===== config.mk =====
export PLATFORM = sky130hd
export DESIGN_NAME = fifo_rd_stream_flat
export DESIGN_NICKNAME = d
export VERILOG_FILES = /design/src/rtl/fifo_rd_stream_pkg.sv /design/src/rtl/fifo_rd_stream_if.sv /design/src/rtl/fifo_rd_stream_buf2.sv /design/src/rtl/fifo_rd_stream.sv /design/src/flat_wrapper.sv
export SDC_FILE = /design/constraint.sdc
export NUM_CORES = 1
export LEC_CHECK = 0
export BUFFER_PORTS_ARGS = -buffer_cell sky130_fd_sc_hd__buf_2
export CORE_ASPECT_RATIO = 1.1
export CORE_MARGIN = 2
export CORE_UTILIZATION = 39
export DETAILED_ROUTE_END_ITERATION = 7
export GPL_TIMING_DRIVEN = 0
export HOLD_SLACK_MARGIN = 0.1
export PLACE_DENSITY = 0.64
export SYNTH_ARGS = -nofsm -noshare
export SYNTH_HDL_FRONTEND = slang
export SYNTH_SLANG_ARGS = --single-unit

===== constraint.sdc =====
create_clock -name i_clk -period 5.19 [get_ports i_clk]
set_input_delay 0.519 -clock i_clk [delete_from_list [all_inputs] [get_ports i_clk]]
set_output_delay 0.519 -clock i_clk [all_outputs]
set_load 0.02 [all_outputs]

===== src/rtl/fifo_rd_stream_pkg.sv =====
// Shared types and helpers for the FIFO read-side stream adapter.
package fifo_rd_stream_pkg;

  localparam int unsigned BUF_DEPTH = 2;

  typedef logic [1:0] occ_t;
  typedef logic [2:0] cnt3_t;

  // Entries committed to the buffer after this cycle: buffered + in flight - leaving now.
  function automatic cnt3_t committed(input occ_t occ, input logic inflight, input logic pop);
    return cnt3_t'(occ) + cnt3_t'(inflight) - cnt3_t'(pop);
  endfunction

endpackage


===== src/rtl/fifo_rd_stream_if.sv =====
// FIFO read port plus the downstream valid/ready stream, bundled for the adapter.
interface fifo_rd_stream_if #(parameter int WIDTH = 32);
  logic             i_fifo_empty;
  logic             o_fifo_r_e;
  logic [WIDTH-1:0] i_fifo_r_data;
  logic             i_fifo_r_ack;
  logic             o_valid;
  logic [WIDTH-1:0] o_data;
  logic             i_ready;

  modport master (
    input  i_fifo_empty, i_fifo_r_data, i_fifo_r_ack, i_ready,
    output o_fifo_r_e, o_valid, o_data
  );

  modport slave (
    output i_fifo_empty, i_fifo_r_data, i_fifo_r_ack, i_ready,
    input  o_fifo_r_e, o_valid, o_data
  );
endinterface


===== src/rtl/fifo_rd_stream_buf2.sv =====
// Two-entry register buffer with push/pop/flush; absorbs one cycle of SRAM read latency.
module stream_buf2
  import fifo_rd_stream_pkg::*;
#(
  parameter int WIDTH = 32
) (
  input  logic             i_clk,
  input  logic             i_rst_n,
  input  logic             i_flush,
  input  logic             i_push,
  input  logic [WIDTH-1:0] i_push_data,
  input  logic             i_pop,
  output logic             o_valid,
  output logic [WIDTH-1:0] o_data,
  output occ_t             o_occ
);

  logic [WIDTH-1:0] mem_q [BUF_DEPTH];
  logic [WIDTH-1:0] mem_d [BUF_DEPTH];
  logic             head_q, head_d;
  logic             tail_q, tail_d;
  occ_t             occ_q, occ_d;

  always_comb begin
    mem_d  = mem_q;
    head_d = head_q;
    tail_d = tail_q;
    occ_d  = occ_q;
    if (i_flush) begin
      head_d = 1'b0;
      tail_d = 1'b0;
      occ_d  = '0;
    end else begin
      if (i_push) begin
        mem_d[tail_q] = i_push_data;
        tail_d        = ~tail_q;
      end
      if (i_pop) head_d = ~head_q;
      occ_d = occ_q + occ_t'(i_push) - occ_t'(i_pop);
    end
  end

  always_ff @(posedge i_clk or negedge i_rst_n) begin
    if (!i_rst_n) begin
      head_q <= 1'b0;
      tail_q <= 1'b0;
      occ_q  <= '0;
    end else begin
      head_q <= head_d;
      tail_q <= tail_d;
      occ_q  <= occ_d;
    end
  end

  // Payload storage carries no reset; occupancy alone qualifies it.
  always_ff @(posedge i_clk) begin
    mem_q <= mem_d;
  end

  assign o_valid = (occ_q != '0);
  assign o_data  = mem_q[head_q];
  assign o_occ   = occ_q;

endmodule


===== src/rtl/fifo_rd_stream.sv =====
// Issues SRAM FIFO reads for a consumer and presents the returned data as a registered stream.
module fifo_rd_stream
  import fifo_rd_stream_pkg::*;
#(
  parameter int WIDTH = 32
) (
  input  logic                  i_clk,
  input  logic                  i_rst_n,
  input  logic                  i_flush,
  fifo_rd_stream_if.master      bus,
  output logic                  o_err
);

  logic inflight_q, inflight_d;
  logic err_q, err_d;
  logic pop, rd_en, overflow, capture;
  occ_t occ;

  assign pop = bus.o_valid & bus.i_ready;

  // Read-issue looks at this cycle's pop so two entries are enough for full throughput.
  assign rd_en = ~bus.i_fifo_empty & ~i_flush &
                 (committed(occ, inflight_q, pop) < cnt3_t'(BUF_DEPTH));

  always_comb begin
    overflow   = bus.i_fifo_r_ack & (occ == occ_t'(BUF_DEPTH)) & ~pop;
    capture    = bus.i_fifo_r_ack & ~i_flush & ~overflow;
    inflight_d = rd_en;
    err_d      = err_q | (bus.i_fifo_r_ack & ~i_flush & (~inflight_q | overflow));
  end

  always_ff @(posedge i_clk or negedge i_rst_n) begin
    if (!i_rst_n) begin
      inflight_q <= 1'b0;
      err_q      <= 1'b0;
    end else begin
      inflight_q <= inflight_d;
      err_q      <= err_d;
    end
  end

  stream_buf2 #(.WIDTH(WIDTH)) u_buf (
    .i_clk       (i_clk),
    .i_rst_n     (i_rst_n),
    .i_flush     (i_flush),
    .i_push      (capture),
    .i_push_data (bus.i_fifo_r_data),
    .i_pop       (pop),
    .o_valid     (bus.o_valid),
    .o_data      (bus.o_data),
    .o_occ       (occ)
  );

  assign bus.o_fifo_r_e = rd_en;
  assign o_err          = err_q;

endmodule

===== src/flat_wrapper.sv =====
// flat-port wrapper written by rule: the top's interface ports become plain ports
module fifo_rd_stream_flat import fifo_rd_stream_pkg::*;
#(
  parameter int WIDTH = 32
)
  (i_clk, i_rst_n, i_flush, o_err, bus_i_fifo_empty, bus_i_fifo_r_data, bus_i_fifo_r_ack, bus_i_ready, bus_o_fifo_r_e, bus_o_valid, bus_o_data);
  fifo_rd_stream_if #(.WIDTH(WIDTH)) bus_i ();
  input  logic i_clk;
  input  logic i_rst_n;
  input  logic i_flush;
  output logic o_err;
  input wire logic [$bits(bus_i.i_fifo_empty)-1:0] bus_i_fifo_empty;
  input wire logic [$bits(bus_i.i_fifo_r_data)-1:0] bus_i_fifo_r_data;
  input wire logic [$bits(bus_i.i_fifo_r_ack)-1:0] bus_i_fifo_r_ack;
  input wire logic [$bits(bus_i.i_ready)-1:0] bus_i_ready;
  output wire logic [$bits(bus_i.o_fifo_r_e)-1:0] bus_o_fifo_r_e;
  output wire logic [$bits(bus_i.o_valid)-1:0] bus_o_valid;
  output wire logic [$bits(bus_i.o_data)-1:0] bus_o_data;
  assign bus_i.i_fifo_empty = bus_i_fifo_empty;
  assign bus_i.i_fifo_r_data = bus_i_fifo_r_data;
  assign bus_i.i_fifo_r_ack = bus_i_fifo_r_ack;
  assign bus_i.i_ready = bus_i_ready;
  assign bus_o_fifo_r_e = bus_i.o_fifo_r_e;
  assign bus_o_valid = bus_i.o_valid;
  assign bus_o_data = bus_i.o_data;
  fifo_rd_stream #(.WIDTH(WIDTH)) u_core (.i_clk(i_clk), .i_rst_n(i_rst_n), .i_flush(i_flush), .bus(bus_i), .o_err(o_err));
endmodule

Word level (Yosys, flattened, before mapping)
Cells that the tools add are included.
{"block": "totals", "ff_bits": 70, "input_bits": 38, "output_inout_bits": 35, "elab_cells": 51}
{"block": "classes", "add_sub_neg": 4, "order_cmp": 4, "n_eq_ne": 1, "mux": 11, "bitwise_logic": 19, "reduce_logical": 5}
{"operator": "32-bit two-way mux", "n": 4}
{"operator": "64-bit bitwise mux", "n": 1}
{"operator": "32-bit demux with 1-bit select", "n": 1}
{"operator": "1-bit bitwise AND", "n": 8}
{"operator": "1-bit NOT", "n": 7}
{"operator": "2-bit nonzero test", "n": 3}
{"operator": "2-bit greater-or-equal comparator, second input constant", "n": 2}
{"operator": "1-bit two-way mux", "n": 4}
{"operator": "1-bit NOT with 2-bit output", "n": 2}
{"operator": "2-bit by 1-bit adder with 3-bit output", "n": 1}
{"operator": "3-bit by 2-bit less-than comparator with 1-bit output, second input constant", "n": 1}
{"operator": "3-bit by 1-bit subtractor with 3-bit output", "n": 1}
{"operator": "2-bit by 1-bit adder with 2-bit output", "n": 1}
{"operator": "2-bit == test, second input constant", "n": 1}
{"operator": "2-bit by 1-bit less-than comparator with 1-bit output, second input constant", "n": 1}
{"operator": "2-bit two-way mux", "n": 1}
{"operator": "1-bit OR", "n": 2}
{"operator": "2-bit AND reduction", "n": 1}
{"operator": "2-bit by 1-bit subtractor with 2-bit output", "n": 1}
{"operator": "1-bit logical AND", "n": 1}

Depth between registers and ports, before layout
{"block": "depth", "word_depth": 9, "mapped_depth": 8, "ltp_nobuf": 8}

Modules after synthesis
A second synthesis with hierarchy kept.
{"block": "hier_totals", "cells_unflattened": 133, "hier_area_um2": 2831.5}
{"module": "stream_buf2", "n_inst": 1, "cells_each": 118, "area_per_inst_um2": 2675.1, "seq_area_each_um2": 2021.9}
{"module": "fifo_rd_stream", "n_inst": 1, "cells_each": 15, "area_per_inst_um2": 156.4, "seq_area_each_um2": 50.0}

Worst setup path after synthesis
No wires, ideal clock.
{"block": "synth_timing", "path_kind": "register to output", "startpoint": "reg u_core.u_buf.occ_q[1] (netlist: u_core.u_buf.o_occ[1])", "endpoint": "out bus_o_fifo_r_e", "arrival_time_ns": 2.180, "required_ns": 4.671, "slack_ns": 2.491, "path_stages_with_launch": 6, "n_path_buf": 0, "path_cell_list": "dfrtp_1 > o21ai_0 > nor2_1 > fa_1 > xor2_1 > nor4b_1"}
{"block": "synth_between", "elab_chain_len": 5, "word_cells_on_any_way": 6, "cone_classes": "2 x add/sub; 1 x order compare; 2 x bitwise; 1 x reduce/logical"}
{"element": "start, declared", "line": "fifo_rd_stream_buf2.sv:22", "source": "occ_t occ_q, occ_d;"}
{"element": "start signal, assigned", "line": "fifo_rd_stream_buf2.sv:47", "source": "occ_q <= '0;"}
{"element": "start signal, assigned", "line": "fifo_rd_stream_buf2.sv:51", "source": "occ_q <= occ_d;"}
{"element": "parallel branches: the longest is 2 deep, another holds 2-bit by 1-bit adder with 3-bit output"}
{"element": "3-bit by 1-bit subtractor with 3-bit output (*)", "line": "fifo_rd_stream_pkg.sv:11", "source": "return cnt3_t'(occ) + cnt3_t'(inflight) - cnt3_t'(pop);"}
{"element": "3-bit by 2-bit less-than comparator with 1-bit output (*)", "line": "fifo_rd_stream.sv:23", "source": "(committed(occ, inflight_q, pop) < cnt3_t'(BUF_DEPTH));"}
{"element": "1-bit bitwise AND (*)", "line": "fifo_rd_stream.sv:22", "source": "assign rd_en = ~bus.i_fifo_empty & ~i_flush &"}
{"element": "end, declared", "line": "flat_wrapper.sv:16", "source": "output wire logic [$bits(bus_i.o_fifo_r_e)-1:0] bus_o_fifo_r_e;"}
Mark *: on every way between the ends.

Final worst setup path
Ends and elaborated chain as after synthesis.

==> impl_metrics.py <==
metrics = {
    "grt": {
        "grt_antenna_before_repair": 0,
        "grt_pass1_vias": 1459,
        "grt_pass1_wl_um": 6900,
        "grtUsageMet2_pct": 21.17,
        "use_met3_pct": 5.500,
        "grt_max_degree": 20,
        "grt_overflow_total": 0,
        "grt-busiest-layer": "met2",
        "grt_use_total_pct": 13.22,
        "grtUsageMet1_pct": 14.48,
    },
    "clocking": {
        "clk_pin_slew_ns": 0.07,
        "ctsResizeCount": 0,
        "cts_tree": "yes",
        "root_buffer": "clkbuf_8",
        "cts_buffers": 9,
        "clk_latency_ns": 0.33,
        "htreeDepth": 3,
        "clockBufferDepth": 2,
        "cts_sinks": 70,
    },
    "drt": {
        "vias": 1468,
        "firstDrtPassIters": 4,
        "via_per_inst": 4.782,
        "drt.antenna.violating_nets": 0,
        "drt_iter0_drc": 40,
        "drc": 0,
        "drt_wl_total_um": 4593,
        "wire_per_inst_um": 14.96,
    },
    "timing": {
        "finalSetupViolations": 0,
        "rsz0062_at_grt": "no",
        "skew_ns": 0.002574,
        "max_slew.worst_pin.slew_ns": 0.5239,
        "fin_crit_sh_pct": 55.51,
        "tns_ns": 0,
        "finalMaxSlewViolations": 0,
        "fmax_mhz": 347.1,
        "hold_viol_final": 0,
        "finalCriticalPeriod_ns": 2.881,
        "finalWorstSetupSlack_ns": 2.309,
        "maxSlewHeadroom_pct": 64.99,
    },
    "worst_setup_path": {
        "slowest_delay_ns": 0.47,
        "cp-end-kind": "output pin",
        "cp.arrival_ns": 2.36,
        "critPathBufInv": 1,
        "critPathKind": "reg2out",
        "worstPathRequired_ns": 4.67,
        "worst_path_max_delay_cell": "dfrtp_1",
        "path_cells": "o21ai_0 > nor2_1 > fa_1 > xor2_1 > nor4b_1 > buf_2",
        "cp_max_fo": 7,
        "cpLargestDelayFamily": "flip-flops",
        "cp-start-kind": "flip-flop",
    },
    "place": {
        "io_buffers": 72,
        "place_congestion": 0.7580,
        "place_hpwl_um": 3191,
        "preCtsSetupSlack_ns": 2.644,
    },
    "yosys": {
        "synth.mux.area_fraction_pct": 13.59,
        "synth_compound_area_share_pct": 1.180,
        "syn_area_um2": 2651,
        "synth_fa_ha_area_share_pct": 1.699,
        "syn-num-nets": 176,
        "syn_area_per_cell_um2": 19.64,
        "ys_warn_count": 0,
        "synth_top_family_by_area": "multiplexers",
        "syn-instance-count": 135,
        "synth-xor-area-share_pct": 1.321,
        "synth_cell_types": 22,
        "synth-simple-area-share_pct": 2.784,
        "ys_ff_latch": 70,
        "ys_seq_area_share_pct": 78.15,
    },
    "power_and_ir_drop": {
        "switchingPower_uw": 460.4,
        "comb_power_share_pct": 27.2,
        "p_int_uw": 1121,
        "p_per_area_nw_per_um2": 464.5,
        "p_sw_share_pct": 29.11,
        "p_clk_share_pct": 29.2,
        "seqPwrFrac_pct": 43.6,
        "ir_worst_vdd_mv": 0.2458,
        "leakage_uw": 0.001323,
    },
    "layout": {
        "antenna_cells": 0,
        "layout_common_cells": "buf_2 (75), edfxtp_1 (64), mux2_2 (32)",
        "layout.nets": 262,
        "area_growth_pct": 28.41,
        "nFillCells": 583,
        "layout-drive-gt1-share_pct": 57.78,
        "layout_commonest_cell": "buf_2",
    },
    "hold_path": {
        "hold_class": "in2reg",
    },
    "floorplanning": {
        "rows": 31,
        "die_w_um": 82.62,
        "initial_utilization_pct": 40.21,
        "io_pins": 73,
        "core_area_um2": 6594,
        "fp.dieArea_um2": 7475,
        "die_y_um": 90.48,
    },
    "run_status": {
        "outcome": "complete, no violations",
    },
    "flow_run": {
        "drv_cap": 0,
    },
}
## power by group through the flow
stage	clock network, uW	logic [uW]	registers, uW
after floorplan	0	300	696
after global placement	0	422	701
after detailed placement	0	437	702
after CTS	476	440	690
after global routing	502	470	695
final	462	430	690
## area by class of cell
cell class / instances / area (um2) / share of cell area (%)
Buffer: 4 / 18.77 / 0.5513
Clock buffer: 9 / 123.9 / 3.638
Clock inverter: 6 / 86.33 / 2.536
Inverter: 4 / 15.01 / 0.4410
Multi-Input combinational cell: 57 / 560.5 / 16.46
Sequential cell: 70 / 2072 / 60.86
Tap cell: 82 / 102.6 / 3.014
Timing Repair Buffer: 75 / 425.4 / 12.50
## cell usage after synthesis
master     n  area share [%]
edfxtp_1  64              72
mux2_2    32              14
dfrtp_1    6             5.7
nor2_1     5            0.71
inv_1      4            0.57
xor2_1     4             1.3
buf_2      3            0.57
ha_1       2            0.94
nand2_1    2            0.28
a211o_1    1            0.33
a31o_2     1            0.33
and2_2     1            0.28
clkbuf_1   1            0.14
fa_1       1            0.76
nand3_1    1            0.19
nor2b_1    1            0.24
nor3_1     1            0.19
nor4b_1    1            0.33
o21ai_0    1            0.19
o21ai_2    1            0.33
or2_2      1            0.24
or3b_1     1            0.33
## layer usage
metal | vias up | wire length (um)
met2 | 50 | 2310
met3 | 8 | 364
met5 | - | 0
li1 | 689 | -
met4 | 0 | 100
met1 | 721 | 1818
## worst paths after layout
check	slack, ns	endpoint	startpoint	cells past startpoint
max in group asynchronous	4.48	u_core.u_buf.o_occ[0]	i_rst_n	2
min in group asynchronous	0.56	u_core.inflight_q	i_rst_n	2
setup / recovery	2.31	bus_o_fifo_r_e	u_core.u_buf.o_occ[1]	6
hold / removal	0.35	u_core.inflight_q	bus_i_fifo_empty	2
setup reg to reg	3.03	u_core.u_buf.o_occ[1]	u_core.u_buf.o_occ[1]	8
hold reg to reg	0.49	u_core.o_err	u_core.o_err	1
## timing repair
item | 4_1_cts | 5_1_grt
hold buffers | 1 | 0
buffers inserted | 0 | 0
hold endpoints to repair | 6 | 0
## per-stage QoR
stage / hold slack (ns) / total power [uW] / instance area [um2] / utilization, % / instances
2_1_floorplan: 0.2234 / 996.3 / 2651 / - / 135
3_3_place_gp: 0.3568 / 1123 / 3114 / 47.23 / 289
3_5_place_dp: 0.3613 / 1139 / 3184 / 48.29 / 291
4_1_cts: 0.3364 / 1605 / 3405 / 51.63 / 307
5_1_grt: 0.3301 / 1667 / 3405 / 51.63 / 307
6_report: 0.3484 / 1582 / 3405 / 51.63 / 307
## registers in the layout, indices dropped and copies added (netlist names)
register and flops:
u_core.u_buf.o_occ 2, u_core.inflight_q 1, u_core.u_buf.mem_q 64, u_core.u_buf.head_q 1, u_core.o_err 1, u_core.u_buf.tail_q 1
## logic make-up (layout without fill, tap and decap cells)
group | count (synthesis) | in the layout
adder cells (fa/ha/maj) | 3 | 3
buffers and inverters | 8 | 98
AND/OR/NAND/NOR | 14 | 14
AO/OA/AOI/OAI | 4 | 4
XOR/XNOR | 4 | 4
flip-flops | 70 | 70
multiplexers | 32 | 32
## worst register-to-register path, cell delays in order, from the launching register on
cell and delay (ns):
dfrtp_1 0.48, or3b_1 0.42, nand3_1 0.28, ha_1 0.29, inv_1 0.06, ha_1 0.14, xor2_1 0.18, and2_2 0.16
nor3_1 0.04
Note: power is estimated with default switching activity, not from simulation.
